==> src/rtl/tail_light_pkg.sv <==
// Shared types and lamp patterns for the rear-lamp sequencer.
package tail_light_pkg;

    typedef enum logic [2:0] {
        MODE_IDLE   = 3'd0,
        MODE_LEFT   = 3'd1,
        MODE_RIGHT  = 3'd2,
        MODE_HAZARD = 3'd3,
        MODE_ERROR  = 3'd4
    } mode_t;

    localparam logic [2:0] CHASE_0   = 3'b000;
    localparam logic [2:0] CHASE_1   = 3'b001;
    localparam logic [2:0] CHASE_2   = 3'b011;
    localparam logic [2:0] CHASE_3   = 3'b111;
    localparam logic [2:0] LAMPS_ON  = 3'b111;
    localparam logic [2:0] LAMPS_OFF = 3'b000;

    // Turn-signal chase: lamps fill outward from the innermost (bit0).
    function automatic logic [2:0] chase(input logic [1:0] phase);
        logic [2:0] pat;
        case (phase)
            2'd0:    pat = CHASE_0;
            2'd1:    pat = CHASE_1;
            2'd2:    pat = CHASE_2;
            default: pat = CHASE_3;
        endcase
        return pat;
    endfunction

endpackage

==> src/rtl/tick_divider.sv <==
// Free-running clock-enable generator: one-cycle tick every TICK_DIV clocks.
module tick_divider #(
    parameter int TICK_DIV = 12500000,
    parameter int CNT_W    = 24
) (
    input  logic CLOCK_50,
    input  logic RESET_N,
    output logic tick
);

    localparam logic [CNT_W-1:0] LAST = CNT_W'(TICK_DIV - 1);

    logic [CNT_W-1:0] count;

    always_ff @(posedge CLOCK_50) begin
        if (!RESET_N) begin
            count <= '0;
        end else if (count == LAST) begin
            count <= '0;
        end else begin
            count <= count + CNT_W'(1);
        end
    end

    assign tick = (count == LAST);

endmodule

==> src/rtl/tail_light_controller.sv <==
// Rear-lamp sequencer: arbitrates turn/hazard/brake requests into a lamp mode
// and steps the turn chase on a clock-enable tick.
module tail_light_controller
    import tail_light_pkg::*;
#(
    parameter int TICK_DIV = 12500000,
    parameter int CNT_W    = 24
) (
    input  logic       CLOCK_50,
    input  logic       RESET_N,
    input  logic       left_req,
    input  logic       right_req,
    input  logic       hazard_req,
    input  logic       brake_req,
    output logic [2:0] left_lights,
    output logic [2:0] right_lights,
    output logic [1:0] center_lights,
    output logic       error_out,
    output logic       heartbeat
);

    // Request bit order: {hazard, brake, right, left}
    logic [3:0] req_s1;
    logic [3:0] req_s2;

    always_ff @(posedge CLOCK_50) begin
        if (!RESET_N) begin
            req_s1 <= '0;
            req_s2 <= '0;
        end else begin
            req_s1 <= {hazard_req, brake_req, right_req, left_req};
            req_s2 <= req_s1;
        end
    end

    logic left_s, right_s, brk, hazard_s;
    assign left_s   = req_s2[0];
    assign right_s  = req_s2[1];
    assign brk      = req_s2[2];
    assign hazard_s = req_s2[3];

    logic tick;

    tick_divider #(
        .TICK_DIV (TICK_DIV),
        .CNT_W    (CNT_W)
    ) u_tick_divider (
        .CLOCK_50 (CLOCK_50),
        .RESET_N  (RESET_N),
        .tick     (tick)
    );

    mode_t      req_mode;
    mode_t      mode, mode_nxt;
    logic [1:0] phase, phase_nxt;

    always_comb begin
        req_mode = MODE_IDLE;
        if (hazard_s)               req_mode = MODE_HAZARD;
        else if (left_s && right_s) req_mode = MODE_ERROR;
        else if (left_s)            req_mode = MODE_LEFT;
        else if (right_s)           req_mode = MODE_RIGHT;
    end

    always_ff @(posedge CLOCK_50) begin
        if (!RESET_N) begin
            mode  <= MODE_IDLE;
            phase <= 2'd0;
        end else begin
            mode  <= mode_nxt;
            phase <= phase_nxt;
        end
    end

    always_comb begin
        mode_nxt  = mode;
        phase_nxt = phase;
        if (tick) begin
            if (req_mode != mode) begin
                mode_nxt  = req_mode;
                phase_nxt = (req_mode == MODE_IDLE || req_mode == MODE_ERROR) ? 2'd0 : 2'd1;
            end else if (mode == MODE_LEFT || mode == MODE_RIGHT || mode == MODE_HAZARD) begin
                phase_nxt = phase + 2'd1;
            end else begin
                phase_nxt = 2'd0;
            end
        end
    end

    // Lamps are decoded from next-cycle mode/phase so they land with the state update;
    // brake uses the current synchronized value and is not tick-gated.
    logic [2:0] left_nxt, right_nxt;
    logic       err_nxt;
    logic [2:0] brk_pat;

    assign brk_pat = brk ? LAMPS_ON : LAMPS_OFF;

    always_comb begin
        left_nxt  = brk_pat;
        right_nxt = brk_pat;
        err_nxt   = 1'b0;
        case (mode_nxt)
            MODE_LEFT:   left_nxt  = chase(phase_nxt);
            MODE_RIGHT:  right_nxt = chase(phase_nxt);
            MODE_HAZARD: begin
                left_nxt  = phase_nxt[0] ? LAMPS_ON : LAMPS_OFF;
                right_nxt = phase_nxt[0] ? LAMPS_ON : LAMPS_OFF;
            end
            MODE_ERROR: begin
                left_nxt  = LAMPS_OFF;
                right_nxt = LAMPS_OFF;
                err_nxt   = 1'b1;
            end
            default: ;
        endcase
    end

    always_ff @(posedge CLOCK_50) begin
        if (!RESET_N) begin
            left_lights   <= LAMPS_OFF;
            right_lights  <= LAMPS_OFF;
            center_lights <= 2'b00;
            error_out     <= 1'b0;
            heartbeat     <= 1'b0;
        end else begin
            left_lights   <= left_nxt;
            right_lights  <= right_nxt;
            center_lights <= {brk, brk};
            error_out     <= err_nxt;
            heartbeat     <= heartbeat ^ tick;
        end
    end

endmodule

==> config.mk <==
export PLATFORM = sky130hd
export DESIGN_NAME = tail_light_controller
export DESIGN_NICKNAME = d
export VERILOG_FILES = /design/src/rtl/tail_light_pkg.sv /design/src/rtl/tick_divider.sv /design/src/rtl/tail_light_controller.sv
export SDC_FILE = /design/constraint.sdc
export NUM_CORES = 1
export LEC_CHECK = 0
export ABC_AREA = 1
export ABC_CLOCK_PERIOD_IN_PS = 2400
export BUFFER_PORTS_ARGS = -buffer_cell sky130_fd_sc_hd__buf_2
export CORE_ASPECT_RATIO = 1.2
export CORE_MARGIN = 4
export CORE_UTILIZATION = 55
export CTS_CLUSTER_DIAMETER = 40
export DETAILED_ROUTE_END_ITERATION = 8
export GPL_ROUTABILITY_DRIVEN = 0
export PLACE_DENSITY = 0.86
export SETUP_SLACK_MARGIN = 0.3
export SLEW_MARGIN = 5
export SYNTH_ARGS = -nofsm -noshare
export SYNTH_HDL_FRONTEND = slang
export SYNTH_HIERARCHICAL = 1
export SYNTH_SLANG_ARGS = --single-unit
==> constraint.sdc <==
create_clock -name CLOCK_50 -period 2.4 [get_ports CLOCK_50]
set_input_delay 0.48 -clock CLOCK_50 [delete_from_list [all_inputs] [get_ports CLOCK_50]]
set_output_delay 0.48 -clock CLOCK_50 [all_outputs]
set_load 0.02 [all_outputs]
==> out/results.md, run 1 <==
| Item | This run | Unit |
| --- | --- | --- |
| Worst IR drop on VDD | 0.000305 | V |
| Max transition margin | 0.757 | - |
| Min cycle time layout | 1.95 | ns |
| Antenna-violating nets left | 0 | - |
| Post-route design area | 0.00264 | sq mm |
| Number of synthesized flops with an enable pin | 0 | - |
| Crit path max-delay cell type | dfxtp_2 | - |
| Number of vias per cell after detailed routing | 5.08 | - |
| Combinational family with the most area after synthesis | simple AND/OR/NAND/NOR gates | - |
| Area growth syn-to-layout | 13.2 | % |
| Routed length per placed instance | 11.7 | um |
| Area of all sequential standard cells | 932 | sq um |
| H-Tree Level Count | 2 | - |
| Drt first pass iters | 4 | - |
| Timing-limited maximum frequency | 512 | MHz |
| Hold Path Class | input pin to flop | - |
| Die area | 0.00535 | sq mm |
| Count of vias placed by the detailed router | 2,063 | - |
| Xor/xnor cell area share of the yosys netlist | 0.0451 | - |
| Biggest area consumer among synthesized cells | dfxtp_1 | - |
| Most frequent standard cell in the layout excluding fill and tap cells | nand2_1 | - |
| Synthesized instance count | 329 | - |
| Launching element type of the critical path | flop | - |
| Sequential share of the synthesized area | 0.395 | - |
| Proportion of synthesized area in mux cells | 0 | - |
| Share of synthesized cell area in full adder, half adder and majority cells | 0.00537 | - |
| Top FF cell, synth | dfxtp_1 | - |
| Placeable core region | 0.00400 | sq mm |
| Compound-cell area share of the yosys netlist | 0.0617 | - |
| Register clock-pin slew on the reported worst setup and hold paths | 0.08 | ns |
| PortBufs | 15 | - |
| HPWL Detailed | 3430 | um |
| Period Utilization, post-route | 0.813 | - |
| Proportion of layout cells with a drive suffix above 1 | 0.241 | - |
| Hold buffer count at cts | 0 | - |
| Diode insertion count for antenna repair | 0 | - |
| GR Layer Usage met1 | 0.182 | - |
| Class of the most critical setup path | flop to flop | - |
| DRC | 0 | - |
| Post-Synthesis Cell Area | 0.00233 | sq mm |
| Synth Warn # | 6 | - |
| Share of the synthesized area in the top cell type | 0.395 | - |
| Vias in the first global route | 1,956 | - |
| Final WS setup | 0.448 | ns |
| Nets | 359 | - |
| Initial Utilization | 0.582 | - |
| Avg Synthesized Cell Area | 7.09 | sq um |
| Cell leakage power | 1.16 | nW |
| Setup clock skew after layout | 0.00598 | ns |
| Fill cells | 341 | - |
| Largest cells by area after synthesis | dfxtp_1, nand2_1, nor2_1 | - |
| Grt ovf | 0 | - |
| GR Util All Layers | 0.187 | - |
| Multi-input combinational cell area | 0.00125 | sq mm |
| Unrepaired setup endpoints after global routing | no | - |
| GR Layer Usage met3 | 0.0523 | - |
| Die W | 67.4 | um |
| Distinct cell type count after synthesis | 33 | - |
| Iteration-0 DRC Markers | 77 | - |
| Number of I/O pins | 16 | - |
| Synth Net Count | 336 | - |
| Total length of routed wires | 4760 | um |
| Critical Path Most Common Cell | nand2_1 | - |
| Worst-Margin Slew | 0.364 | ns |
| Crit path required time | 2.63 | ns |
| Global-route wire length before repair | 7720 | um |
| Initial antenna violation count | 0 | - |
| Most frequent cells in the layout | nand2_1, nor2_1, inv_1, dfxtp_1, nand3_1 | - |
| Number of max-cap violations | 0 | - |
| Peak-usage layer in the global routing report | met2 | - |
| Worst endpoint data arrival time | 2.18 | ns |
| Clock tree from TritonCTS | yes | - |
| Row Count | 25 | - |
| Placed inst area | 0.00244 | sq mm |
| Post-place setup slack | 0.129 | ns |
| Die height | 79.3 | um |
| Crit end category | flop | - |
| Async set-reset flop share out of synthesis | 0 | - |
| Max Root-Sink Buffers | 2 | - |
| Met2 usage | 0.339 | - |
| Highest fanout seen on the critical path | 4 | - |
| # clock sinks | 46 | - |
| Total power per unit cell area | 491 | mW/mm^2 |
| Biggest cell delay along the critical path | 0.36 | ns |
| Run status | finished clean | - |
| Setup violators final | 0 | - |
| Number of hold violations in the final report | 0 | - |
| Number of register bits inferred by synthesis | 46 | - |
| Clock root buffer | clkbuf_8 | - |
| Max-slew violations | 0 | - |
| CP cell instances | nand2_1, inv_1, nand2_1, nor2_1, nand3_2, inv_4, nand2_1, o21ai_2, inv_2, nor2_4, inv_4, nor2_2, nand3_2, nand2_1, nand2_1, a21oi_2 | - |
| TNS Setup | 0 | ns |
| Number of CTS-inserted buffers | 5 | - |
| Pin count of the biggest net entering global routing | 22 | - |
| Area share of and/or/nand/nor cells after synthesis | 0.393 | - |
| Clock insertion delay at the later pin of the skew report | 0.30 | ns |
-- logic make-up (layout without fill, tap and decap cells) --
| kind of cell | count (synthesis) | count (layout) |
|---|---|---|
| AO/OA/AOI/OAI | 22 | 22 |
| XOR/XNOR | 12 | 12 |
| adder cells (fa/ha/maj) | 1 | 1 |
| buffers and inverters | 53 | 76 |
| flip-flops | 46 | 46 |
| AND/OR/NAND/NOR | 195 | 195 |
-- metrics by stage --
step	utilization	hold WS, ns	total power [mW]	std cells
2_1_floorplan	-	0.390	0.854	329
3_3_place_gp	0.610	0.393	0.865	395
3_5_place_dp	0.610	0.405	0.868	395
4_1_cts	0.633	0.357	1.30	403
5_1_grt	0.659	0.368	1.35	406
6_report	0.659	0.360	1.30	406
-- worst max-delay path, delay by kind of cell, from the launching register on --
kind / cells / cell delay (ns)
and+or+nand+nor: 10 / 0.99
DFF: 1 / 0.36
buffers and inverters: 4 / 0.31
AOI/OAI and AO/OA: 2 / 0.20
-- final cells by class --
class | count | share of cell area
Timing Repair Buffer | 22 | 0.0484
Multi-Input combinational cell | 230 | 0.473
Clock buffer | 5 | 0.0261
Sequential cell | 46 | 0.353
Tap cell | 54 | 0.0256
Inverter | 47 | 0.0697
Clock inverter | 2 | 0.00380
-- report_power, final --
part	internal [mW]	leakage [nW]	switching, mW	total (mW)
sequential	0.776	0.377	0.00899	0.785
combinational	0.0247	0.738	0.0456	0.0703
clock	0.196	0.0438	0.245	0.440
total	0.996	1.16	0.299	1.30
-- state kept, by name (all words and copies together) (netlist names), 2 cells and up --
register,count
left_lights,3
mode,3
phase,2
req_s1,4
req_s2,4
right_lights,3
u_tick_divider/count,24
-- repair_timing --
item,4_1_cts,5_1_grt
pin swaps,1,5
setup buffers,1,3
gates resized for setup,2,24
endpoints found under the setup margin,6,6
-- synthesized netlist by cell type (2+ instances only) --
master / count
buf_4: 2
nor2_1: 55
nor2_2: 9
o21ai_0: 5
o21ai_2: 3
nand3_2: 5
a21oi_1: 9
xor2_1: 6
nand4_1: 8
a21oi_2: 2
nand3_1: 19
buf_6: 3
xnor2_1: 6
inv_1: 42
inv_2: 4
nor2_4: 2
nand2_1: 78
nand2_2: 9
nand3b_1: 3
dfxtp_1: 46
-- final timing paths --
check | start | end | slack, ns | depth (start not counted)
setup / recovery | u_tick_divider/count[11] | right_lights[2] | 0.45 | 16
setup reg to reg | u_tick_divider/count[11] | right_lights[2] | 0.45 | 16
hold / removal | hazard_req | req_s1[3] | 0.36 | 3
hold reg to reg | req_s1[0] | req_s2[0] | 0.42 | 2
-- metal layers --
| layer | part of all wire | wire (um) |
|---|---|---|
| met1 | 0.39 | 1860 |
| met2 | 0.53 | 2500 |
| met3 | 0.042 | 201 |
| met4 | 0.041 | 195 |
| met5 | 0 | 0 |
(Power assumes the default switching activity.)
==> inputs of run 2 (changes only) <==
--- a/config.mk
+++ b/config.mk
@@ -5,16 +5,16 @@
 export SDC_FILE = /design/constraint.sdc
 export NUM_CORES = 1
 export LEC_CHECK = 0
-export ABC_AREA = 1
-export ABC_CLOCK_PERIOD_IN_PS = 2400
+export ABC_AREA = 0
+export ABC_CLOCK_PERIOD_IN_PS = 1600
 export BUFFER_PORTS_ARGS = -buffer_cell sky130_fd_sc_hd__buf_2
 export CORE_ASPECT_RATIO = 1.2
 export CORE_MARGIN = 4
-export CORE_UTILIZATION = 55
+export CORE_UTILIZATION = 54
 export CTS_CLUSTER_DIAMETER = 40
 export DETAILED_ROUTE_END_ITERATION = 8
 export GPL_ROUTABILITY_DRIVEN = 0
-export PLACE_DENSITY = 0.86
+export PLACE_DENSITY = 0.87
 export SETUP_SLACK_MARGIN = 0.3
 export SLEW_MARGIN = 5
 export SYNTH_ARGS = -nofsm -noshare
==> constraint.sdc (replaced) <==
create_clock -name CLOCK_50 -period 1.6 [get_ports CLOCK_50]
set_input_delay 0.32 -clock CLOCK_50 [delete_from_list [all_inputs] [get_ports CLOCK_50]]
set_output_delay 0.32 -clock CLOCK_50 [all_outputs]
set_load 0.02 [all_outputs]
==> run 2 against run 1 <==
  * Register-to-register slack lost 1.1 ns
  * Combinational power rose by 100%
  * Hold slack worse by 0.15 ns
  * The flow now finishes with violations (setup timing)
  * Sequential share of layout area decreased by 7.9 points
  * Highest routed layer unchanged
  * Clock skew is 0.010 ns higher
  * Worst setup slack worse by 1.1 ns
  * Wire length is 76% higher
==> out/results.md, run 2 <==
| Item | This run | Unit |
| --- | --- | --- |
| Worst endpoint data arrival time | 2.53 | ns |
| TNS Setup | -21.31 | ns |
| Crit path required time | 1.86 | ns |
| Diode insertion count for antenna repair | 0 | - |
| Highest fanout seen on the critical path | 5 | - |
| Total length of routed wires | 8360 | um |
| Comb pwr share | 0.068 | - |
| Grt ovf | 0 | - |
| Dominant cell by count in the synthesized netlist | dfxtp_1 | - |
| Die height | 80.7 | um |
| Total power per unit cell area | 623 | mW/mm^2 |
| Net switching power | 0.572 | mW |
| Vias in the first global route | 2,433 | - |
| Number of vias per cell after detailed routing | 6.39 | - |
| Worst-Margin Slew | 0.564 | ns |
| Proportion of layout cells with a drive suffix above 1 | 0.474 | - |
| Unrepaired setup endpoints after global routing | yes | - |
| Most frequent standard cell in the layout excluding fill and tap cells | buf_4 | - |
| Net switching share of the total power | 0.269 | - |
| Worst IR drop on VDD | 0.00104 | V |
| Crit end category | flop | - |
| Cell count after placement | 375 | - |
| Period Utilization, post-route | 1.42 | - |
| Fill cells | 234 | - |
| Synth Net Count | 266 | - |
| Pin count of the biggest net entering global routing | 18 | - |
| Share of the synthesized area in the top cell type | 0.387 | - |
| Hold Path Class | input pin to flop | - |
| Met1 wire length | 3140 | um |
| Sequential share of the synthesized area | 0.387 | - |
| Setup clock skew after layout | 0.0162 | ns |
| Area growth syn-to-layout | 43.5 | % |
| Max transition margin | 0.623 | - |
| Avg Synthesized Cell Area | 9.19 | sq um |
| PortBufs | 15 | - |
| Max Used Layer | met4 | - |
| Top FF cell, synth | dfxtp_1 | - |
| Largest cells by area after synthesis | dfxtp_1, nor2_1, a21oi_1 | - |
| Initial Utilization | 0.559 | - |
| Async set-reset flop share out of synthesis | 0 | - |
| Synth Warn # | 6 | - |
| Violations in the final reports | setup timing | - |
| Register clock-pin slew on the reported worst setup and hold paths | 0.11 | ns |
| Multi-input combinational cell area | 0.00160 | sq mm |
| Post-Synthesis Cell Area | 0.00238 | sq mm |
| Launching element type of the critical path | flop | - |
| Wire length on met3 | 553 | um |
| Area of all sequential standard cells | 938 | sq um |
| Number of max-cap violations | 0 | - |
| Class of the most critical setup path | flop to flop | - |
| Top cells by count, synth | dfxtp_1, nor2_1, a21oi_1, nand2_1, and2_1 | - |
| Max Root-Sink Buffers | 2 | - |
| Count of cells along the worst hold path | 2 | - |
| Number of I/O pins | 16 | - |
| Top flop regs | u_tick_divider/count (24), req_s1 (4), req_s2 (4) | - |
| Number of CTS-inserted buffers | 5 | - |
| Relative contribution of the clock network to total power | 0.376 | - |
| Die W | 68.6 | um |
| Setup violators final | 37 | - |
| Cell leakage power | 1.35 | nW |
| Routed length on met2 | 4250 | um |
| Global-route wire length before repair | 11,300 | um |
| Post-place setup slack | -0.518 | ns |
| Number of synthesized flops with an enable pin | 0 | - |
| Antenna-violating nets left | 0 | - |
| Reg with most FFs | u_tick_divider/count | - |
| # clock sinks | 46 | - |
| Max-slew violations | 0 | - |
| Nets | 348 | - |
| Drt first pass iters | 5 | - |
| H-Tree Level Count | 2 | - |
| GR Util All Layers | 0.269 | - |
| Clock insertion delay at the later pin of the skew report | 0.32 | ns |
| Initial antenna violation count | 0 | - |
| Routed length per placed instance | 21.0 | um |
| HPWL Detailed | 4350 | um |
| Final WS setup | -0.675 | ns |
| DRC | 0 | - |
| Count of vias placed by the detailed router | 2,542 | - |
| Clock root buffer | clkbuf_8 | - |
| Distinct cell type count after synthesis | 63 | - |
| Min cycle time layout | 2.27 | ns |
| Number of hold violations in the final report | 0 | - |
| Clock tree from TritonCTS | yes | - |
| Flip-flop count of the largest register after layout | 24 | - |
| Timing-limited maximum frequency | 440 | MHz |
| Most frequent cells in the layout | buf_4, dfxtp_1, nor2_1 | - |
| Register share of total power | 0.556 | - |
| Row Count | 26 | - |
| Biggest area consumer among synthesized cells | dfxtp_1 | - |
| Iteration-0 DRC Markers | 351 | - |
| Internal power | 1.55 | mW |
| Layout Cells excl Fill | 398 | - |
| Number of cell instances on the worst register-to-register path | 10 | - |
| Number of register bits inferred by synthesis | 46 | - |
| Synthesized instance count | 259 | - |
| Run status | complete, but fails checks | - |
| Die area | 0.00554 | sq mm |
| Placeable core region | 0.00426 | sq mm |
==> run 2: area by class of cell <==
cell class                      instances  area share
Sequential cell                        46       0.275
Inverter                                3     0.00330
Multi-Input combinational cell        196       0.469
Tap cell                               56      0.0205
Clock inverter                          3     0.00806
Clock buffer                            5      0.0201
Timing Repair Buffer                   89       0.204
==> run 2: logic make-up (layout without fill, tap and decap cells) <==
| family | after synthesis | in the layout | synth area share |
|---|---|---|---|
| xor+xnor | 13 | 13 | 0.0478 |
| compound gates | 56 | 56 | 0.183 |
| buf+inv | 18 | 100 | 0.0541 |
| fa+ha+maj | 1 | 1 | 0.00525 |
| simple gates | 125 | 126 | 0.323 |
| flops | 46 | 46 | 0.387 |
==> run 2: metal layers <==
layer  up-vias  track usage
met2       146        0.457
met1      1239        0.309
met3        42       0.0539
met5         -            0
met4         0        0.147
li1       1115            -
==> run 2: path summary, 6_finish.rpt <==
path                                          startpoint             end  slack (ns)
worst max-delay path            u_tick_divider/count[16]  left_lights[0]       -0.67
worst min-delay path                           brake_req       req_s1[2]        0.21
worst max register to register  u_tick_divider/count[16]  left_lights[0]       -0.67
worst min register to register                 req_s1[2]       req_s2[2]        0.45
==> run 2: what timing repair did <==
| item | 4_1_cts | 5_1_grt |
|---|---|---|
| hold buffers | 0 | 0 |
| setup buffers | 7 | 4 |
| cloned | 4 | 0 |
| endpoints found under the setup margin | 37 | 37 |
| pin swaps | 6 | 11 |
| gates resized for setup | 23 | 27 |
==> run 2: stage by stage <==
step	util	total power [mW]	cell area [sq um]	hold slack, ns
3_3_place_gp	0.700	1.32	2980	0.416
4_1_cts	0.762	2.09	3250	0.206
2_1_floorplan	-	1.28	2520	0.412
6_report	0.802	2.13	3420	0.208
3_5_place_dp	0.700	1.32	2980	0.419
5_1_grt	0.802	2.18	3420	0.206
==> run 2: worst max-delay path, stage by stage (launching register included) <==
cell and delay [ns]:
dfxtp_2 0.35, nor4bb_4 0.29, nand3_2 0.16, nor4_4 0.31, buf_6 0.18, buf_6 0.12
nand2_4 0.06, nor4_4 0.34, o2bb2a_4 0.20, o21ai_2 0.06, nand3b_1 0.13
==> run 2: power by group through the flow <==
stage / sequential [mW] / combinational (mW) / clock (mW)
after floorplan: 1.21 / 0.0706 / 0
after global placement: 1.20 / 0.113 / 0
after detailed placement: 1.21 / 0.118 / 0
after CTS: 1.18 / 0.132 / 0.782
after global routing: 1.18 / 0.155 / 0.836
final: 1.18 / 0.144 / 0.801
